### src/rtl/accel_spi_pkg.sv
// Shared definitions for the accelerometer SPI responder.
// Contents: register map addresses, reset values, FSM state codes and
// address-classification helpers used by the responder top level.
package accel_spi_pkg;

  // Register map (6-bit address space, ADXL345 layout)
  localparam logic [5:0] DEVID_A     = 6'h00;
  localparam logic [5:0] BW_RATE     = 6'h2C;
  localparam logic [5:0] INT_ENABLE  = 6'h2E;
  localparam logic [5:0] INT_SOURCE  = 6'h30;
  localparam logic [5:0] DATA_FORMAT = 6'h31;
  localparam logic [5:0] DATAX0      = 6'h32;
  localparam logic [5:0] DATAX1      = 6'h33;
  localparam logic [5:0] DATAY0      = 6'h34;
  localparam logic [5:0] DATAY1      = 6'h35;
  localparam logic [5:0] DATAZ0      = 6'h36;
  localparam logic [5:0] DATAZ1      = 6'h37;

  // Reset values
  localparam logic [7:0] DEVID_RST   = 8'hE5;
  localparam logic [7:0] BW_RATE_RST = 8'h0A;

  // Bit positions inside control registers
  localparam int DATA_READY_BIT = 7;  // INT_SOURCE / INT_ENABLE
  localparam int INT_INVERT_BIT = 5;  // DATA_FORMAT

  // FSM state codes
  localparam logic [1:0] ST_IDLE = 2'd0;
  localparam logic [1:0] ST_CMD  = 2'd1;
  localparam logic [1:0] ST_WR   = 2'd2;
  localparam logic [1:0] ST_RD   = 2'd3;

  function automatic logic is_axis(input logic [5:0] a);
    return (a >= DATAX0) && (a <= DATAZ1);
  endfunction

  function automatic logic is_read_only(input logic [5:0] a);
    return (a == DEVID_A) || (a == INT_SOURCE) || is_axis(a);
  endfunction

  function automatic logic [7:0] reset_value(input logic [5:0] a,
                                             input logic [7:0] devid);
    if (a == DEVID_A) return devid;
    if (a == BW_RATE) return BW_RATE_RST;
    return 8'h00;
  endfunction

endpackage

### src/rtl/spi_edge_sync.sv
// Multi-stage synchronizer with edge detection for one asynchronous input.
// Ports:
//   clk, rst_n  - system clock, synchronous active-low reset
//   din         - asynchronous input
//   level       - synchronized level
//   rise, fall  - single-cycle pulses on synchronized rising/falling edges
module spi_edge_sync #(
  parameter int   STAGES    = 2,
  parameter logic RESET_VAL = 1'b0
) (
  input  logic clk,
  input  logic rst_n,
  input  logic din,
  output logic level,
  output logic rise,
  output logic fall
);

  logic [STAGES-1:0] chain;
  logic              prev;

  always_ff @(posedge clk) begin
    if (!rst_n) begin
      chain <= {STAGES{RESET_VAL}};
      prev  <= RESET_VAL;
    end else begin
      chain <= {chain[STAGES-2:0], din};
      prev  <= chain[STAGES-1];
    end
  end

  assign level = chain[STAGES-1];
  assign rise  = level & ~prev;
  assign fall  = ~level & prev;

endmodule

### src/rtl/accel_spi_responder.sv
// 3-wire SPI mode-3 responder emulating an ADXL345-style accelerometer.
// Ports:
//   clk_clk, reset_reset_n       - system clock, synchronous active-low reset
//   spi_sclk, spi_cs_n           - serial clock (idles high), chip select
//   spi_sdat_in                  - receive side of the shared data line
//   spi_sdat_out, spi_sdat_oe    - drive value and drive enable for the data line
//   spi_int                      - DATA_READY interrupt pin
//   sample_x/y/z, sample_valid   - host-side axis sample port
module accel_spi_responder
  import accel_spi_pkg::*;
#(
  parameter logic [7:0] DEVID       = 8'hE5,
  parameter int         SYNC_STAGES = 2
) (
  input  logic        clk_clk,
  input  logic        reset_reset_n,
  input  logic        spi_sclk,
  input  logic        spi_cs_n,
  input  logic        spi_sdat_in,
  output logic        spi_sdat_out,
  output logic        spi_sdat_oe,
  output logic        spi_int,
  input  logic [15:0] sample_x,
  input  logic [15:0] sample_y,
  input  logic [15:0] sample_z,
  input  logic        sample_valid
);

  localparam int STAGES = (SYNC_STAGES < 2) ? 2 : SYNC_STAGES;

  logic sclk_level, sclk_rise, sclk_fall;
  logic cs_level, cs_rise, cs_fall;
  logic sdat_level, sdat_rise, sdat_fall;

  spi_edge_sync #(.STAGES(STAGES), .RESET_VAL(1'b1)) u_sync_sclk (
    .clk(clk_clk), .rst_n(reset_reset_n), .din(spi_sclk),
    .level(sclk_level), .rise(sclk_rise), .fall(sclk_fall));

  spi_edge_sync #(.STAGES(STAGES), .RESET_VAL(1'b1)) u_sync_cs (
    .clk(clk_clk), .rst_n(reset_reset_n), .din(spi_cs_n),
    .level(cs_level), .rise(cs_rise), .fall(cs_fall));

  spi_edge_sync #(.STAGES(STAGES), .RESET_VAL(1'b0)) u_sync_sdat (
    .clk(clk_clk), .rst_n(reset_reset_n), .din(spi_sdat_in),
    .level(sdat_level), .rise(sdat_rise), .fall(sdat_fall));

  // Only the data-line level and the sclk/cs edges drive the FSM.
  logic unused_sync;
  assign unused_sync = ^{sclk_level, cs_level, sdat_rise, sdat_fall};

  logic [1:0]  state;
  logic [2:0]  bit_cnt;
  logic [7:0]  shreg;
  logic [7:0]  tx_reg;
  logic [5:0]  addr;
  logic        mb;
  logic [7:0]  regs [64];
  logic        pend_valid;
  logic [15:0] pend_x, pend_y, pend_z;

  logic [7:0]  rx_byte;
  logic [5:0]  next_addr;
  logic        byte_done;
  logic        in_txn, leaving;
  logic        apply_now, apply_pend;
  logic [15:0] src_x, src_y, src_z;

  assign rx_byte    = {shreg[6:0], sdat_level};
  assign next_addr  = mb ? addr + 6'd1 : addr;   // 6-bit wrap is implicit
  assign byte_done  = sclk_rise && (bit_cnt == 3'd7);
  assign in_txn     = (state != ST_IDLE);
  assign leaving    = in_txn && cs_rise;
  // Axis registers only change while no burst is in progress: directly in
  // IDLE, otherwise from the pending buffer on the cycle the burst ends.
  assign apply_now  = sample_valid && (!in_txn || leaving);
  assign apply_pend = leaving && pend_valid && !sample_valid;
  assign src_x      = apply_now ? sample_x : pend_x;
  assign src_y      = apply_now ? sample_y : pend_y;
  assign src_z      = apply_now ? sample_z : pend_z;

  // NOTE: state is updated with non-blocking assignments so every register
  // in this block sees the pre-edge values of the others, as real flops do.
  always_ff @(posedge clk_clk) begin
    if (!reset_reset_n) begin
      state        <= ST_IDLE;
      bit_cnt      <= 3'd0;
      shreg        <= 8'h00;
      tx_reg       <= 8'h00;
      addr         <= 6'd0;
      mb           <= 1'b0;
      spi_sdat_out <= 1'b0;
      spi_sdat_oe  <= 1'b0;
      spi_int      <= 1'b0;
      pend_valid   <= 1'b0;
      pend_x       <= 16'h0000;
      pend_y       <= 16'h0000;
      pend_z       <= 16'h0000;
      // NOTE: the register file is architecturally visible with defined
      // power-on values, so it is reset like any control register.
      for (int i = 0; i < 64; i++) regs[i] <= reset_value(6'(i), DEVID);
    end else begin
      spi_int <= (regs[INT_SOURCE][DATA_READY_BIT] & regs[INT_ENABLE][DATA_READY_BIT])
                 ^ regs[DATA_FORMAT][INT_INVERT_BIT];

      if (leaving) begin
        // Any partial byte is simply dropped.
        state        <= ST_IDLE;
        bit_cnt      <= 3'd0;
        spi_sdat_oe  <= 1'b0;
        spi_sdat_out <= 1'b0;
      end else begin
        case (state)
          ST_IDLE: begin
            if (cs_fall) begin
              state   <= ST_CMD;
              bit_cnt <= 3'd0;
            end
          end
          ST_CMD: begin
            if (sclk_rise) begin
              shreg   <= rx_byte;
              bit_cnt <= bit_cnt + 3'd1;
              if (byte_done) begin
                mb   <= rx_byte[6];
                addr <= rx_byte[5:0];
                if (rx_byte[7]) begin
                  state  <= ST_RD;
                  tx_reg <= regs[rx_byte[5:0]];
                end else begin
                  state  <= ST_WR;
                end
              end
            end
          end
          ST_WR: begin
            if (sclk_rise) begin
              shreg   <= rx_byte;
              bit_cnt <= bit_cnt + 3'd1;
              if (byte_done) begin
                if (!is_read_only(addr)) regs[addr] <= rx_byte;
                addr <= next_addr;
              end
            end
          end
          default: begin  // ST_RD
            if (sclk_fall) begin
              spi_sdat_out <= tx_reg[7];
              spi_sdat_oe  <= 1'b1;
              tx_reg       <= {tx_reg[6:0], 1'b0};
            end
            // The initiator samples on rising edges, so the byte is complete
            // once the 8th rising edge has been seen.
            if (sclk_rise) begin
              bit_cnt <= bit_cnt + 3'd1;
              if (byte_done) begin
                if (is_axis(addr)) regs[INT_SOURCE][DATA_READY_BIT] <= 1'b0;
                addr   <= next_addr;
                tx_reg <= regs[next_addr];
              end
            end
          end
        endcase
      end

      // Placed after the FSM so a DATA_READY set wins over a same-cycle clear.
      if (apply_now || apply_pend) begin
        regs[DATAX0] <= src_x[7:0];
        regs[DATAX1] <= src_x[15:8];
        regs[DATAY0] <= src_y[7:0];
        regs[DATAY1] <= src_y[15:8];
        regs[DATAZ0] <= src_z[7:0];
        regs[DATAZ1] <= src_z[15:8];
        regs[INT_SOURCE][DATA_READY_BIT] <= 1'b1;
      end

      if (sample_valid && in_txn && !leaving) begin
        pend_valid <= 1'b1;
        pend_x     <= sample_x;
        pend_y     <= sample_y;
        pend_z     <= sample_z;
      end else if (leaving) begin
        pend_valid <= 1'b0;
      end
    end
  end

endmodule

### config.mk
export PLATFORM = sky130hd
export DESIGN_NAME = accel_spi_responder
export DESIGN_NICKNAME = d
export VERILOG_FILES = /design/src/rtl/accel_spi_pkg.sv /design/src/rtl/spi_edge_sync.sv /design/src/rtl/accel_spi_responder.sv
export SDC_FILE = /design/constraint.sdc
export NUM_CORES = 1
export LEC_CHECK = 0
export CAP_MARGIN = 10
export CORE_MARGIN = 2
export CORE_UTILIZATION = 55
export DETAILED_ROUTE_END_ITERATION = 7
export PLACE_DENSITY = 0.82
export SYNTH_ARGS = -nofsm -noshare
export SYNTH_HDL_FRONTEND = slang
export SYNTH_SLANG_ARGS = --single-unit
### constraint.sdc
create_clock -name clk_clk -period 5.3 [get_ports clk_clk]
set_clock_uncertainty 0.15 [all_clocks]
set_input_delay 0.795 -clock clk_clk [delete_from_list [all_inputs] [get_ports clk_clk]]
set_output_delay 0.795 -clock clk_clk [all_outputs]
set_load 0.05 [all_outputs]
==> flow_summary.yaml <==
floorplanning:
  core_mm2: 0.0576
  die_y_um: 245
  start_util_pct: 55.5
  io_pins: 57
  die_x_um: 245
  placementRows: 88
  die_area_mm2: 0.0600
timing:
  slew_viol_final: 0
  max_freq_mhz: 217
  period_share_pct: 86.9
  rsz0062_at_grt: "false"
  fin_setup_tns_ns: 0
  whs_ns: 0.263
  setup_viol: 0
  fin_crit_ns: 4.61
  finalHoldViolCount: 0
  slew-limit-headroom_pct: 11.3
  worst_pin_slew_ns: 1.32
placed_design:
  placed_cell_area_mm2: 0.0333
  port_buffers: 56
  dp_hpwl_um: 68700
  gp_congestion: 1.02
clock_network:
  root_buffer: "clkbuf_16"
  cts-htree-levels: 2
  clock_sinks: 599
  clock_latency_ns: 0.68
  cts_buffer_depth: 3
  post_cts_buffers: 0
  cts_buffers: 61
  tritoncts: "yes"
  clkTransAtPathRegs_ns: 0.06
  postCtsResizedCells: 0
  holdBufCountCts: 0
outcome:
  status: "finished clean"
synthesis:
  seq_area_frac_synth_pct: 53.6
  synth_area_mm2: 0.0319
  synth-main-ff-cell: "edfxtp_1"
  yosys_warnings: 0
  synth_commonest_cells: "512 x edfxtp_1, 330 x nand2_1, 303 x and2_1"
  synth_edf_count: 512
  postSynth.asyncResetShare_pct: 0
  syn_area_per_cell_um2: 12.6
  yosysTopAreaCellShare_pct: 48.1
  synth_area_leader_cell: "edfxtp_1"
  netlist_instances: 2526
  synth-seq-cells: 599
  syn_nets: 2589
  synthMostInstantiatedCell: "edfxtp_1"
  ys_types: 66
  yosys-top-cells-area: "edfxtp_1 48%, mux4_2 16%, and2_1 5.9%"
worst_setup_path:
  r2r_cells: 9
  start_kind: "flip-flop"
  worstReg2RegStart: "addr[0]"
  path_max_fanout: 55
  max_stage_delay_ns: 0.89
  critPathLaunch: "addr[0]"
  worstSetupEndpointType: "flip-flop"
  crit_slowest_cell: "a21boi_0"
  path_delay_family: "compound AO/OA/AOI/OAI gates"
  path_class: "flip-flop to flip-flop"
  critPathArrivalTime_ns: 5.02
  cp.depth: 9
  critPathRequiredTime_ns: 5.72
  worstPathCellList: "clkinv_1 > ha_1 > mux2_4 > buf_4 > mux4_2 > a22oi_1 > a21boi_0 > nor4_1 > a211oi_1"
  worst-path-buf-inv: 2
routing:
  routed_wl_um: 99500
  vias: 23300
  drtIter0Drc: 3415
  drc: 0
  vias_per_cell: 6.98
  drt_first_pass_iters: 8
  antenna_left: 0
  wl_per_cell_um: 29.8
global_routing:
  grt_pass1_wl_um: 148000
  grt_overflow: 0
  grt_max_degree: 146
  globalRouteMet2Util_pct: 52.9
  antenna_found_initial: 1
  gr-usage-met3_pct: 8.33
  grt_use_met1_pct: 43.1
  grt_usage_pct: 33.5
  busiest_layer: "met2"
  first_global_vias: 22800
power_and_ir_drop:
  pwr-share-comb_pct: 5.6
  intPower_mw: 8.06
  swShare_pct: 23.1
  power_switching_mw: 2.42
  pwr-share-seq_pct: 52.5
  cellLeakagePower_nw: 11.8
  power_density_mw_per_mm2: 296
  peakVddDrop_v: 0.000292
  p_clk_share_pct: 41.9
final_layout:
  fillers: 4253
  largest_reg_flops: 512
  layout-drive-gt1-share_pct: 18.7
  area_growth_pct: 10.7
  fin_nets: 2580
  top_register: "regs"
  regArea_mm2: 0.0171
  multi_input_area_mm2: 0.0137
  fin_area_mm2: 0.0354
min_path:
  min_path_type: "flip-flop to flip-flop"
  hp-start: "u_sync_sclk.chain[0]"
  min_path_cells: 1
job:
  max_cap_violations: 0
-- power groups by stage --
stage	Combinational [mW]	Sequential (mW)	Clock (mW)
2_1_floorplan	0.377	5.48	0
6_report	0.587	5.51	4.39
3_5_place_dp	0.573	5.59	0
5_1_grt	0.619	5.51	4.60
3_3_place_gp	0.560	5.57	0
4_1_cts	0.578	5.49	4.40
-- cell usage in the layout, fill, tap and decap left out, types with 11 or more instances in the layout --
| cell | netlist | final |
|---|---|---|
| a31oi_1 | 12 | 12 |
| nand2_1 | 330 | 330 |
| or3_1 | 13 | 13 |
| nand2b_1 | 14 | 13 |
| a211oi_1 | 11 | 11 |
| buf_4 | 9 | 107 |
| nand3_1 | 34 | 34 |
| mux4_2 | 232 | 232 |
| nor3_1 | 59 | 59 |
| edfxtp_1 | 512 | 512 |
| a22oi_1 | 68 | 68 |
| a21oi_1 | 82 | 82 |
| nor2_1 | 70 | 69 |
| mux2i_1 | 54 | 54 |
| clkinv_2 | 0 | 12 |
| dfxtp_1 | 87 | 80 |
| o21ai_0 | 65 | 65 |
| a32oi_1 | 21 | 21 |
| clkinv_1 | 2 | 12 |
| a21boi_0 | 61 | 61 |
| clkbuf_16 | 0 | 61 |
| nor2b_1 | 17 | 17 |
| clkdlybuf4s50_1 | 0 | 55 |
| and2_1 | 303 | 303 |
| and3_1 | 116 | 116 |
| nand4_1 | 14 | 14 |
-- cell type report --
class | count | share of cell area, %
Sequential cell | 599 | 48.5
Timing Repair Buffer | 168 | 4.09
Inverter | 9 | 0.0955
Tap cell | 765 | 2.71
Antenna cell | 1 | 0.00708
Multi-Input combinational cell | 1678 | 38.9
Clock buffer | 74 | 4.54
Clock inverter | 39 | 1.23
-- path summary, 6_finish.rpt --
path                                to  slack [ns]
setup / recovery             tx_reg[3]        0.69
hold / removal    u_sync_sclk.chain[1]        0.26
setup reg to reg             tx_reg[3]        0.69
hold reg to reg   u_sync_sclk.chain[1]        0.26
-- cell families (layout without fill, tap and decap cells) --
| group | after synthesis | after routing | share of synthesized area, % |
|---|---|---|---|
| compound gates | 362 | 362 | 7.43 |
| xor+xnor | 7 | 7 | 0.321 |
| fa+ha+maj | 9 | 9 | 0.353 |
| buf+inv | 249 | 290 | 3.46 |
| flops | 599 | 599 | 53.6 |
| mux | 291 | 291 | 18.2 |
| other cells | 0 | 1 | 0 |
| simple gates | 1009 | 1009 | 16.6 |
-- routing by layer --
metal  routed length (um)  share of wire [%]
met1                34700                 35
met2                46300                 47
met4                 5920                5.9
met5                   13              0.013
met3                12500                 13
-- through the flow --
stage,setup WS [ns],instances,utilization (%),total power [mW]
after floorplan,1.78,2526,-,5.86
after global placement,1.03,3217,57.8,6.13
after detailed placement,0.965,3217,57.8,6.16
after CTS,0.905,3330,61.4,10.5
after global routing,0.591,3332,61.4,10.7
final,0.692,3333,61.4,10.5
No activity file was read; power rests on OpenSTA's default activity.
